===== config.mk =====
export PLATFORM = sky130hd
export DESIGN_NAME = cmd_arb
export DESIGN_NICKNAME = d
export VERILOG_FILES = /design/src/rtl/cmd_arb.sv
export SDC_FILE = /design/constraint.sdc
export NUM_CORES = 1
export LEC_CHECK = 0
export ABC_AREA = 1
export BUFFER_PORTS_ARGS = -buffer_cell sky130_fd_sc_hd__clkbuf_2
export CAP_MARGIN = 20
export CORE_UTILIZATION = 53
export DETAILED_ROUTE_END_ITERATION = 16
export GPL_TIMING_DRIVEN = 0
export MAX_ROUTING_LAYER = met4
export PLACE_DENSITY = 0.82
export SLEW_MARGIN = 20
export SYNTH_ARGS = -nofsm -noshare
export SYNTH_HDL_FRONTEND = slang
export SYNTH_SLANG_ARGS = --single-unit
export TNS_END_PERCENT = 5

===== constraint.sdc =====
create_clock -name clk -period 3 [get_ports clk]
set_input_delay 0.3 -clock clk [delete_from_list [all_inputs] [get_ports clk]]
set_output_delay 0.3 -clock clk [all_outputs]
set_load 0.05 [all_outputs]

===== src/rtl/cmd_arb.sv =====
// cmd_arb: shares the single cmd_cfg command port between the remote link,
// an aux requester and an internal link-loss failsafe. It presents one command
// at a time and holds it until cmd_cfg answers. It then routes the response
// byte back to whichever requester owns the command.
// Optional feature: define CMD_ARB_RR_EN to make remote/aux arbitration
// round-robin. Without it, remote always beats aux.
module cmd_arb #(
   parameter int unsigned FAST_SIM = 1,
   parameter logic [7:0]  FS_CMD   = 8'h07
) (
   input  logic        clk,
   input  logic        rst_n,
   input  logic        rmt_rdy,
   input  logic [7:0]  rmt_cmd,
   input  logic [15:0] rmt_data,
   output logic        clr_rmt_rdy,
   output logic        rmt_resp_vld,
   output logic [7:0]  rmt_resp,
   input  logic        aux_rdy,
   input  logic [7:0]  aux_cmd,
   input  logic [15:0] aux_data,
   output logic        clr_aux_rdy,
   output logic        aux_resp_vld,
   output logic [7:0]  aux_resp,
   output logic        cmd_rdy,
   output logic [7:0]  cmd,
   output logic [15:0] data,
   input  logic        clr_cmd_rdy,
   input  logic        send_resp,
   input  logic [7:0]  resp,
   input  logic        motors_off,
   output logic        lnk_lost
);

   localparam int WD_W = (FAST_SIM != 0) ? 9 : 26;

   localparam logic [1:0] ST_IDLE = 2'd0;
   localparam logic [1:0] ST_BUSY = 2'd1;
   localparam logic [1:0] ST_RESP = 2'd2;

   localparam logic [1:0] OWN_RMT = 2'd0;
   localparam logic [1:0] OWN_AUX = 2'd1;
   localparam logic [1:0] OWN_FS  = 2'd2;

   logic [1:0]      state_r;
   logic [1:0]      owner_r;
   logic [WD_W-1:0] wd_r;
   logic            fs_done_r;
   logic            fs_req_s;
   logic            gnt_fs_s;
   logic            gnt_rmt_s;
   logic            gnt_aux_s;
   logic            grant_s;
   logic [7:0]      win_cmd_s;
   logic [15:0]     win_data_s;
   logic [1:0]      win_own_s;

`ifdef CMD_ARB_RR_EN
   logic            rr_aux_r;
`endif

   // The failsafe asks for the port once the watchdog saturates, and only until it has been served.
   assign fs_req_s = (&wd_r) & ~fs_done_r;
   assign grant_s  = gnt_fs_s | gnt_rmt_s | gnt_aux_s;

   // Pick a winner, but only in IDLE. The failsafe always goes first.
   always_comb begin
      gnt_fs_s  = 1'b0;
      gnt_rmt_s = 1'b0;
      gnt_aux_s = 1'b0;
      if (state_r != ST_IDLE) begin
         gnt_fs_s = 1'b0;
      end else if (fs_req_s) begin
         gnt_fs_s = 1'b1;
`ifdef CMD_ARB_RR_EN
      end else if (rmt_rdy && aux_rdy) begin
         gnt_aux_s = rr_aux_r;
         gnt_rmt_s = ~rr_aux_r;
`endif
      end else if (rmt_rdy) begin
         gnt_rmt_s = 1'b1;
      end else if (aux_rdy) begin
         gnt_aux_s = 1'b1;
      end else begin
         gnt_rmt_s = 1'b0;
      end
   end

   // Select the command, data and owner of the winning requester.
   always_comb begin
      win_cmd_s  = rmt_cmd;
      win_data_s = rmt_data;
      win_own_s  = OWN_RMT;
      if (gnt_fs_s) begin
         win_cmd_s  = FS_CMD;
         win_data_s = 16'h0000;
         win_own_s  = OWN_FS;
      end else if (gnt_aux_s) begin
         win_cmd_s  = aux_cmd;
         win_data_s = aux_data;
         win_own_s  = OWN_AUX;
      end else begin
         win_cmd_s  = rmt_cmd;
         win_data_s = rmt_data;
         win_own_s  = OWN_RMT;
      end
   end

   // Transaction FSM: grant in IDLE, hold in BUSY, route the response in RESP.
   always_ff @(posedge clk or negedge rst_n) begin
      if (!rst_n) begin
         state_r      <= ST_IDLE;
         owner_r      <= OWN_RMT;
         cmd_rdy      <= 1'b0;
         cmd          <= 8'h00;
         data         <= 16'h0000;
         clr_rmt_rdy  <= 1'b0;
         clr_aux_rdy  <= 1'b0;
         rmt_resp_vld <= 1'b0;
         rmt_resp     <= 8'h00;
         aux_resp_vld <= 1'b0;
         aux_resp     <= 8'h00;
      end else begin
         clr_rmt_rdy  <= gnt_rmt_s;
         clr_aux_rdy  <= gnt_aux_s;
         rmt_resp_vld <= 1'b0;
         aux_resp_vld <= 1'b0;
         case (state_r)
            ST_IDLE: begin
               if (grant_s) begin
                  cmd_rdy <= 1'b1;
                  cmd     <= win_cmd_s;
                  data    <= win_data_s;
                  owner_r <= win_own_s;
                  state_r <= ST_BUSY;
               end else begin
                  state_r <= ST_IDLE;
               end
            end
            ST_BUSY: begin
               if (send_resp) begin
                  cmd_rdy <= 1'b0;
                  state_r <= ST_RESP;
                  if (owner_r == OWN_RMT) begin
                     rmt_resp_vld <= 1'b1;
                     rmt_resp     <= resp;
                  end else if (owner_r == OWN_AUX) begin
                     aux_resp_vld <= 1'b1;
                     aux_resp     <= resp;
                  end else begin
                     // The failsafe has nobody to answer, so the byte is dropped.
                     rmt_resp_vld <= 1'b0;
                  end
               end else if (clr_cmd_rdy) begin
                  cmd_rdy <= 1'b0;
               end else begin
                  state_r <= ST_BUSY;
               end
            end
            ST_RESP: begin
               // This is a one-cycle bubble, so cmd_cfg sees cmd_rdy low before the next grant.
               state_r <= ST_IDLE;
            end
            default: begin
               state_r <= ST_IDLE;
               cmd_rdy <= 1'b0;
            end
         endcase
      end
   end

   // Link-loss watchdog and failsafe bookkeeping. A remote grant re-arms everything.
   always_ff @(posedge clk or negedge rst_n) begin
      if (!rst_n) begin
         wd_r      <= {WD_W{1'b0}};
         fs_done_r <= 1'b0;
         lnk_lost  <= 1'b0;
      end else begin
         if (motors_off || gnt_rmt_s) begin
            wd_r <= {WD_W{1'b0}};
         end else if (!(&wd_r)) begin
            wd_r <= wd_r + {{(WD_W-1){1'b0}}, 1'b1};
         end else begin
            wd_r <= wd_r;
         end
         if (gnt_rmt_s) begin
            fs_done_r <= 1'b0;
            lnk_lost  <= 1'b0;
         end else if (gnt_fs_s) begin
            fs_done_r <= 1'b1;
            lnk_lost  <= 1'b1;
         end else if (motors_off) begin
            fs_done_r <= 1'b0;
         end else begin
            fs_done_r <= fs_done_r;
         end
      end
   end

`ifdef CMD_ARB_RR_EN
   // Round-robin pointer: after a remote or aux grant, favour the other requester. The failsafe leaves it alone.
   always_ff @(posedge clk or negedge rst_n) begin
      if (!rst_n) begin
         rr_aux_r <= 1'b0;
      end else if (gnt_rmt_s) begin
         rr_aux_r <= 1'b1;
      end else if (gnt_aux_s) begin
         rr_aux_r <= 1'b0;
      end else begin
         rr_aux_r <= rr_aux_r;
      end
   end
`endif

endmodule

# After elaboration in Yosys (flattened, before gate mapping)
# Index checks and enable logic that the tools add are counted.
# totals
output_inout_bits,46
input_bits,63
regBits,60
# op_classes
n_reduce_logical,11
add_sub_neg,1
n_eq_ne,7
muxes,37
n_bitwise,6
# ops
op,count
$mux W16,2
$mux W1,26
$mux W9,2
$mux W8,2
$add A9 B1 Y9 const B,1
$reduce_and A9 Y1,1
$mux W2,3
$ne A3 B3 Y1 const B,2
$reduce_and A3 Y1,2
$eq A2 B1 Y1 const B,2
$logic_not A2 Y1,2
$pmux W2 S2,1
$reduce_and A4 Y1,1
$reduce_bool A2 Y1,2
$not A1 Y1,3
$pmux W1 S3,1
$reduce_bool A3 Y1,1
$eq A2 B2 Y1 const B,1
$ne A2 B1 Y1 const B,1
$ne A2 B2 Y1 const B,1
$or A1 B1 Y1,2
$reduce_and A2 Y1,1
$and A1 B1 Y1,1
$logic_or A1 B1 Y1,1

# Logic depth before layout (Yosys ltp)
# Gate-level depths: netlist (run 1).
# logic_depth
depth_word,8
depth_mapped,14
ltp_nobuf,12

# Worst setup path after synthesis (run 1)
# No wires, ideal clock.
# synth_timing
path_type,reg2reg
from,register wd_r[0]
to,register data[10]
required_time_ps,2882
arrival_time_ps,1785
stages_incl_launch_ff,15
slack_ps,1096
cell_sequence,dfrtp_1 > ha_1 > nand2_1 > inv_1 > nand2_1 > nor3_1 > ha_1 > buf_6 > inv_4 > nor2_2 > o21ai_4 > nand2_4 > buf_6 > nand3_1 > nand2_1
# synth_between
elab_chain_len,7
# synth_lines
item,line,rtl
"start, declared",47,logic [WD_W-1:0] wd_r;
"start signal, assigned",175,wd_r <= {WD_W{1'b0}};
"start signal, assigned",180,wd_r <= {WD_W{1'b0}};
"start signal, assigned",182,"wd_r <= wd_r + {{(WD_W-1){1'b0}}, 1'b1};"
$reduce_and A9 Y1 (*),63,assign fs_req_s = (&wd_r) & ~fs_done_r;
$and A1 B1 Y1 (*),63,
$mux W1,73,end else if (fs_req_s) begin
$mux W1,71,if (state_r != ST_IDLE) begin
$or A1 B1 Y1 (2 in series),64,assign grant_s = gnt_fs_s | gnt_rmt_s | gnt_aux_s;
$reduce_and A2 Y1 (no source line),--,
"end signal, assigned",133,data <= win_data_s;
"end, declared",27,"output logic [15:0] data,"
# Mark *: on every way between the ends. The rest lies on a longest branch, timed or not.
# A chain may end at the register's enable or synchronous reset.

# Worst setup path in the final report (run 1)
# layout_timing
from,register wd_r[4]
to,register data[15]
# Same word-level chain as after synthesis.

==> flow_summary.json, run 1 <==
{
  "grt_usage_pct": 27.3,
  "reg2reg_from": "wd_r[4]$_DFFE_PN0P_",
  "clock-root-buffer": "clkbuf_8",
  "clk_latency_ps": 330,
  "finalSetupViolCount": 0,
  "synthTopCellsByArea": "dfrtp_1, nand2_1, nand3_1, nand4_1, inv_1",
  "initial_core_util_pct": 56.4,
  "power_frac_comb_pct": 52.3,
  "hold_end": "rmt_resp[6]$_DFFE_PN0P_",
  "post_cts_resized": 0,
  "internal_power_w": 0.00196,
  "pwr-share-clk_pct": 15.8,
  "hold_ws_ps": 181,
  "swShare_pct": 51.7,
  "syn-cell-area_um2": 2950,
  "min_period_ps": 2250,
  "synth_most_common_cell": "nand2_1",
  "hpwlAfterDp_mm": 5.30,
  "crit_fanout": 10,
  "overflow": 0,
  "synth_top_area_share_pct": 50.8,
  "drt-vias-per-instance": 5.25,
  "final-hold-violation-count": 0,
  "dp_cells": 531,
  "yosysTopAreaCell": "dfrtp_1",
  "rows": 26,
  "antenna_left": 0,
  "rsz0062_at_grt": "no",
  "nets": 538,
  "grt_pass1_vias": 2709,
  "switchingPower_w": 0.00210,
  "status": "finished, final reports clean",
  "die_area_um2": 5870,
  "ys.flop_type": "dfrtp_1",
  "drive_above_1_share_pct": 33.8,
  "ys_top_cells_by_count": "nand2_1, dfrtp_1, nand3_1, inv_1, nand4_1",
  "antenna_found_initial": 0,
  "min_path_cells": 3,
  "worst-endpoint-required_ps": 3270,
  "cts_tree": "yes",
  "gp_congestion": 0.840,
  "r2r_cells": 11,
  "cts_setup_buffers": 0,
  "drt_iter0_drc": 144,
  "core_um2": 5240,
  "hp-start": "resp[6]",
  "wl_per_cell_um": 13.3,
  "cts_buffers": 9,
  "r2r_setup_slack_ps": 750,
  "cts_buffer_depth": 2,
  "htree_num_levels": 3,
  "holdBufCountCts": 1,
  "p_leak_nw": 2.14,
  "finalWirelength_mm": 7.27,
  "die_h_um": 76.6,
  "ys_warn_count": 0,
  "finalCritPeriodShare_pct": 74.9,
  "vias": 2870,
  "dr.pass1.iters": 5,
  "grt_max_degree": 47,
  "hold_path_class": "input port to flip-flop",
  "maxSlewViolCount": 0,
  "worst_setup_path_start_kind": "flip-flop",
  "power_frac_seq_pct": 31.8,
  "ios": 109,
  "grt_pass1_wl_mm": 12.3,
  "area_delta_synth_final_pct": 28.3,
  "dieWidth_um": 76.6,
  "skew_ps": 6.56,
  "setup.worst_path.class": "flip-flop to flip-flop",
  "drv_cap": 0,
  "arrival_ps": 2520,
  "synth-seq-area-share_pct": 50.8,
  "synth_edf_count": 0,
  "ir_worst_vdd_mv": 0.764,
  "clock_sinks": 60,
  "synth_nets": 417,
  "synth.ff_latch_count": 60,
  "synth_cell_types": 29,
  "drcViolationCount": 0,
  "async_reset_ff_share_pct": 100,
  "fmax_ghz": 0.445,
  "netlist_instances": 352,
  "r2r-end": "data[15]$_DFFE_PN0P_",
  "io_buffers": 108,
  "antenna_cells": 0,
  "clk_pin_slew_ps": 70,
  "syn_avg_cell_area_um2": 8.39,
  "finalNonFillerCells": 547,
  "relSlewSlack_pct": 70.6,
  "power_density_nw_per_um2": 1070,
  "worstSetupEndpointType": "flip-flop",
  "worst_pin_slew_ps": 441,
  "finalSetupTns_ps": 0
}
worst max path at each step:
stage	slack, ps	from	endpoint
global route	530	wd_r[0]$_DFFE_PN0P_	data[14]$_DFFE_PN0P_
global placement	840	wd_r[3]$_DFFE_PN0P_	cmd[5]$_DFFE_PN0P_
floorplan	1100	wd_r[0]$_DFFE_PN0P_	data[10]$_DFFE_PN0P_
finish	750	wd_r[4]$_DFFE_PN0P_	data[15]$_DFFE_PN0P_
detailed placement	790	wd_r[4]$_DFFE_PN0P_	data[4]$_DFFE_PN0P_
CTS	760	wd_r[4]$_DFFE_PN0P_	data[15]$_DFFE_PN0P_
registers in the layout, summed over array words and instances, names as in the netlist:
signal	cells
clr_aux_rdy	1
aux_resp_vld	1
rmt_resp_vld	1
cmd_rdy	1
cmd	8
owner_r	2
fs_done_r	1
wd_r	9
clr_rmt_rdy	1
aux_resp	8
lnk_lost	1
rmt_resp	8
data	16
state_r	2
per-layer routing:
layer | routed length (µm) | share of wire [%] | vias up | global-route usage, %
li1 | - | - | 1409 | -
met1 | 3180 | 44 | 1354 | 34.0
met5 | 0 | 0 | - | -
met3 | 375 | 5.2 | 16 | 5.39
met4 | 148 | 2.0 | 0 | 13.1
met2 | 3560 | 49 | 91 | 42.6
placed cells by master (no fill, tap or decap):
cell,instances
inv_1,26
inv_2,2
clkbuf_1,3
nand2_4,1
clkbuf_2,107
nand2_1,107
a21oi_1,10
dfrtp_1,60
clkbuf_4,1
buf_4,1
nand3_2,1
o21ai_4,1
dlygate4sd3_1,1
inv_4,1
o21ai_0,8
nor3_2,1
buf_6,4
nand2_2,1
nor2_4,4
o211ai_1,1
nor3b_1,1
xor2_1,1
buf_16,1
nand3_1,52
buf_2,14
clkinv_2,2
nand3_4,1
o21ai_2,6
nor2_2,1
o31ai_1,1
clkbuf_8,11
nor2_1,14
nor3_1,3
nand4_1,26
ha_1,2
power by group through the flow:
stage	Sequential [W]	Clock, W	Combinational (W)
floorplan	0.00224	0	0.000651
global placement	0.00128	0	0.00209
detailed placement	0.00130	0	0.00212
CTS	0.00129	0.000649	0.00213
global route	0.00132	0.000671	0.00227
finish	0.00129	0.000643	0.00212
final cells by class:
cell class	instances	area, µm²
buffer	20	126
clock buffer	13	159
clock inverter	2	10.0
fill	416	1450
inverter	29	111
multi-input combinational	243	1210
sequential	60	1500
tap	70	87.6
timing repair buffer	110	581
cell families after synthesis:
family,synth area share (%)
fa+ha+maj,0.847
simple gates,34.1
buf+inv,8.05
compound gates,5.89
xor+xnor,0.297
flops,50.8
metrics by stage:
stage | worst slack (ps) | utilization (%) | power [W] | instance area (µm²)
6_report | 754 | 72.4 | 0.00406 | 3790
5_1_grt | 527 | 72.4 | 0.00426 | 3790
4_1_cts | 765 | 72.4 | 0.00407 | 3790
3_5_place_dp | 786 | 68.9 | 0.00342 | 3610
3_3_place_gp | 844 | 68.4 | 0.00337 | 3580
2_1_floorplan | 1100 | - | 0.00289 | 2950
critical path: stages, from the launching register on:
cell and delay (ps):
dfrtp_1 370, nand2_1 60, nor2_1 230, nand2_1 120
nor3_1 160, ha_1 190, buf_6 140, nand2_2 140
nand3_4 150, clkbuf_1 380, nand3_1 160, nand2_1 90
No activity file was read; power rests on OpenSTA's default activity.
==> run 2: changes to the inputs <==
Settings changed: CORE_UTILIZATION 53 to 45, PLACE_DENSITY 0.82 to 0.74.
Clock period 3 ns to 1.96 ns, I/O delays scaled along.
==> flow_summary.json, run 2 (synthesis results as in run 1) <==
{
  "power_frac_seq_pct": 30.2,
  "arrival_ps": 2260,
  "crit_fanout": 6,
  "hpwlAfterDp_mm": 5.29,
  "r2r_setup_slack_ps": -50,
  "finalSetupTns_ps": -835,
  "final-hold-violation-count": 0,
  "hold_path_class": "input port to flip-flop",
  "initial_core_util_pct": 46.5,
  "antenna_found_initial": 0,
  "drt_iter0_drc": 157,
  "violations": "setup timing",
  "internal_power_w": 0.00316,
  "worst_pin_slew_ps": 380,
  "power_density_nw_per_um2": 1620,
  "htree_num_levels": 3,
  "maxSlewViolCount": 0,
  "largest-register": "data",
  "gp_congestion": 0.848,
  "min_period_ps": 2010,
  "rows": 29,
  "antenna_left": 0,
  "wl_per_cell_um": 13.7,
  "cts_tree": "yes",
  "fmax_ghz": 0.496,
  "worst-endpoint-required_ps": 2200,
  "finalSetupViolCount": 24,
  "clk_pin_slew_ps": 80,
  "skew_ps": 8.10,
  "drive_above_1_share_pct": 37.8,
  "cts_buffers": 9,
  "finalNonFillerCells": 566,
  "cts_buffer_depth": 2,
  "swShare_pct": 51.2,
  "dieWidth_um": 83.0,
  "drt-vias-per-instance": 5.16,
  "grt_usage_pct": 24.2,
  "io_buffers": 108,
  "relSlewSlack_pct": 74.6,
  "vias": 2923,
  "core_um2": 6350,
  "status": "finished, violations left",
  "layout_commonest_cell": "clkbuf_2",
  "clk_latency_ps": 340,
  "ios": 109,
  "die_area_um2": 6890,
  "grt_max_degree": 37,
  "finalCritPeriodShare_pct": 103,
  "reg_top3": "data: 16 flops, wd_r: 9 flops",
  "dp_cells": 538,
  "layout_setup_ws_ps": -54.3,
  "switchingPower_w": 0.00332,
  "ir_worst_vdd_mv": 1.01,
  "dr.pass1.iters": 4,
  "area_delta_synth_final_pct": 35.4,
  "clock-root-buffer": "clkbuf_8",
  "finalWirelength_mm": 7.78,
  "clock_sinks": 60,
  "grt_pass1_vias": 2818,
  "overflow": 0,
  "worstSetupEndpointType": "flip-flop",
  "drcViolationCount": 0,
  "final_cell_mix": "clkbuf_2, nand2_1, dfrtp_1, nand3_1, nand4_1",
  "nets": 549,
  "setup.worst_path.class": "flip-flop to flip-flop",
  "drv_cap": 0,
  "worst_setup_path_start_kind": "flip-flop",
  "power_frac_comb_pct": 52.4,
  "grt_pass1_wl_mm": 12.9,
  "largest_register_ff_count": 16,
  "hold_ws_ps": 70.4,
  "die_h_um": 83.0,
  "pwr-share-clk_pct": 17.4,
  "antenna_cells": 0,
  "p_leak_nw": 2.24,
  "rsz0062_at_grt": "yes"
}
## run 2: cell types whose count changed in the layout (fill, tap and decap cells not counted), moves of 3 or more
cell	change
nand2_4	+3
buf_6	+3
nand2_1	-4
clkbuf_1	-3
buf_2	-6
buf_4	+12
## run 2: metal layers
layer / routed length [µm] / global-route usage (%)
met2: 3840 / 38.3
met3: 395 / 5.07
met4: 185 / 10.5
met1: 3350 / 30.2
met5: 0 / -
## run 2: power by group through the flow
stage / Sequential [W] / Combinational [W] / Clock [W]
2_1_floorplan: 0.00343 / 0.000997 / 0
3_3_place_gp: 0.00196 / 0.00321 / 0
3_5_place_dp: 0.00198 / 0.00326 / 0
4_1_cts: 0.00196 / 0.00338 / 0.00114
5_1_grt: 0.00201 / 0.00360 / 0.00120
6_report: 0.00196 / 0.00339 / 0.00113
## run 2: metrics by stage
stage / util [%] / total power [W] / setup slack (ps) / cell area (µm²)
final: 63.0 / 0.00648 / -54.3 / 4000
after global routing: 63.0 / 0.00682 / -181 / 4000
after CTS: 62.4 / 0.00648 / 2.57 / 3960
after detailed placement: 56.9 / 0.00524 / -348 / 3610
after global placement: 56.5 / 0.00518 / -254 / 3590
after floorplan: - / 0.00443 / 56.3 / 2950
## run 2: what timing repair did
item / in CTS / in global routing
pin swaps: 3 / 5
buffers inserted: 8 / 0
endpoints found under the hold margin: 24 / 0
endpoints found under the setup margin: 40 / 38
resized for setup: 24 / 7
hold buffers: 1 / 0
gates cloned: 1 / 2
## run 2: path summary, 6_finish.rpt
kind                                            to               startpoint  depth (start not counted)
hold / removal             rmt_resp[7]$_DFFE_PN0P_                  resp[7]                          3
max in group asynchronous   state_r[1]$_DFFE_PN0P_                    rst_n                          3
min in group asynchronous      data[9]$_DFFE_PN0P_                    rst_n                          2
hold reg to reg            rmt_resp[4]$_DFFE_PN0P_  rmt_resp[4]$_DFFE_PN0P_                          2
setup / recovery               data[8]$_DFFE_PN0P_      wd_r[0]$_DFFE_PN0P_                         14
setup reg to reg               data[8]$_DFFE_PN0P_      wd_r[0]$_DFFE_PN0P_                         14
## run 2: worst max-delay path, cell delays in order, from the launching register on
cell and delay, ps:
dfrtp_1 390, ha_2 190, nand2_2 60, inv_2 40, nand2_2 90, nor3_4 40, ha_2 170, buf_6 130
inv_8 50, nor2_4 40, o21ai_4 250, nand2_4 140, buf_4 180, nand3_1 70, nand2_1 50
## run 2: layout make-up
class,count,area [µm²]
buffer,20,153
tap,77,96.3
multi-input combinational,244,1280
timing repair buffer,120,652
clock inverter,7,76.3
inverter,29,116
clock buffer,9,124
fill,570,2350
sequential,60,1500
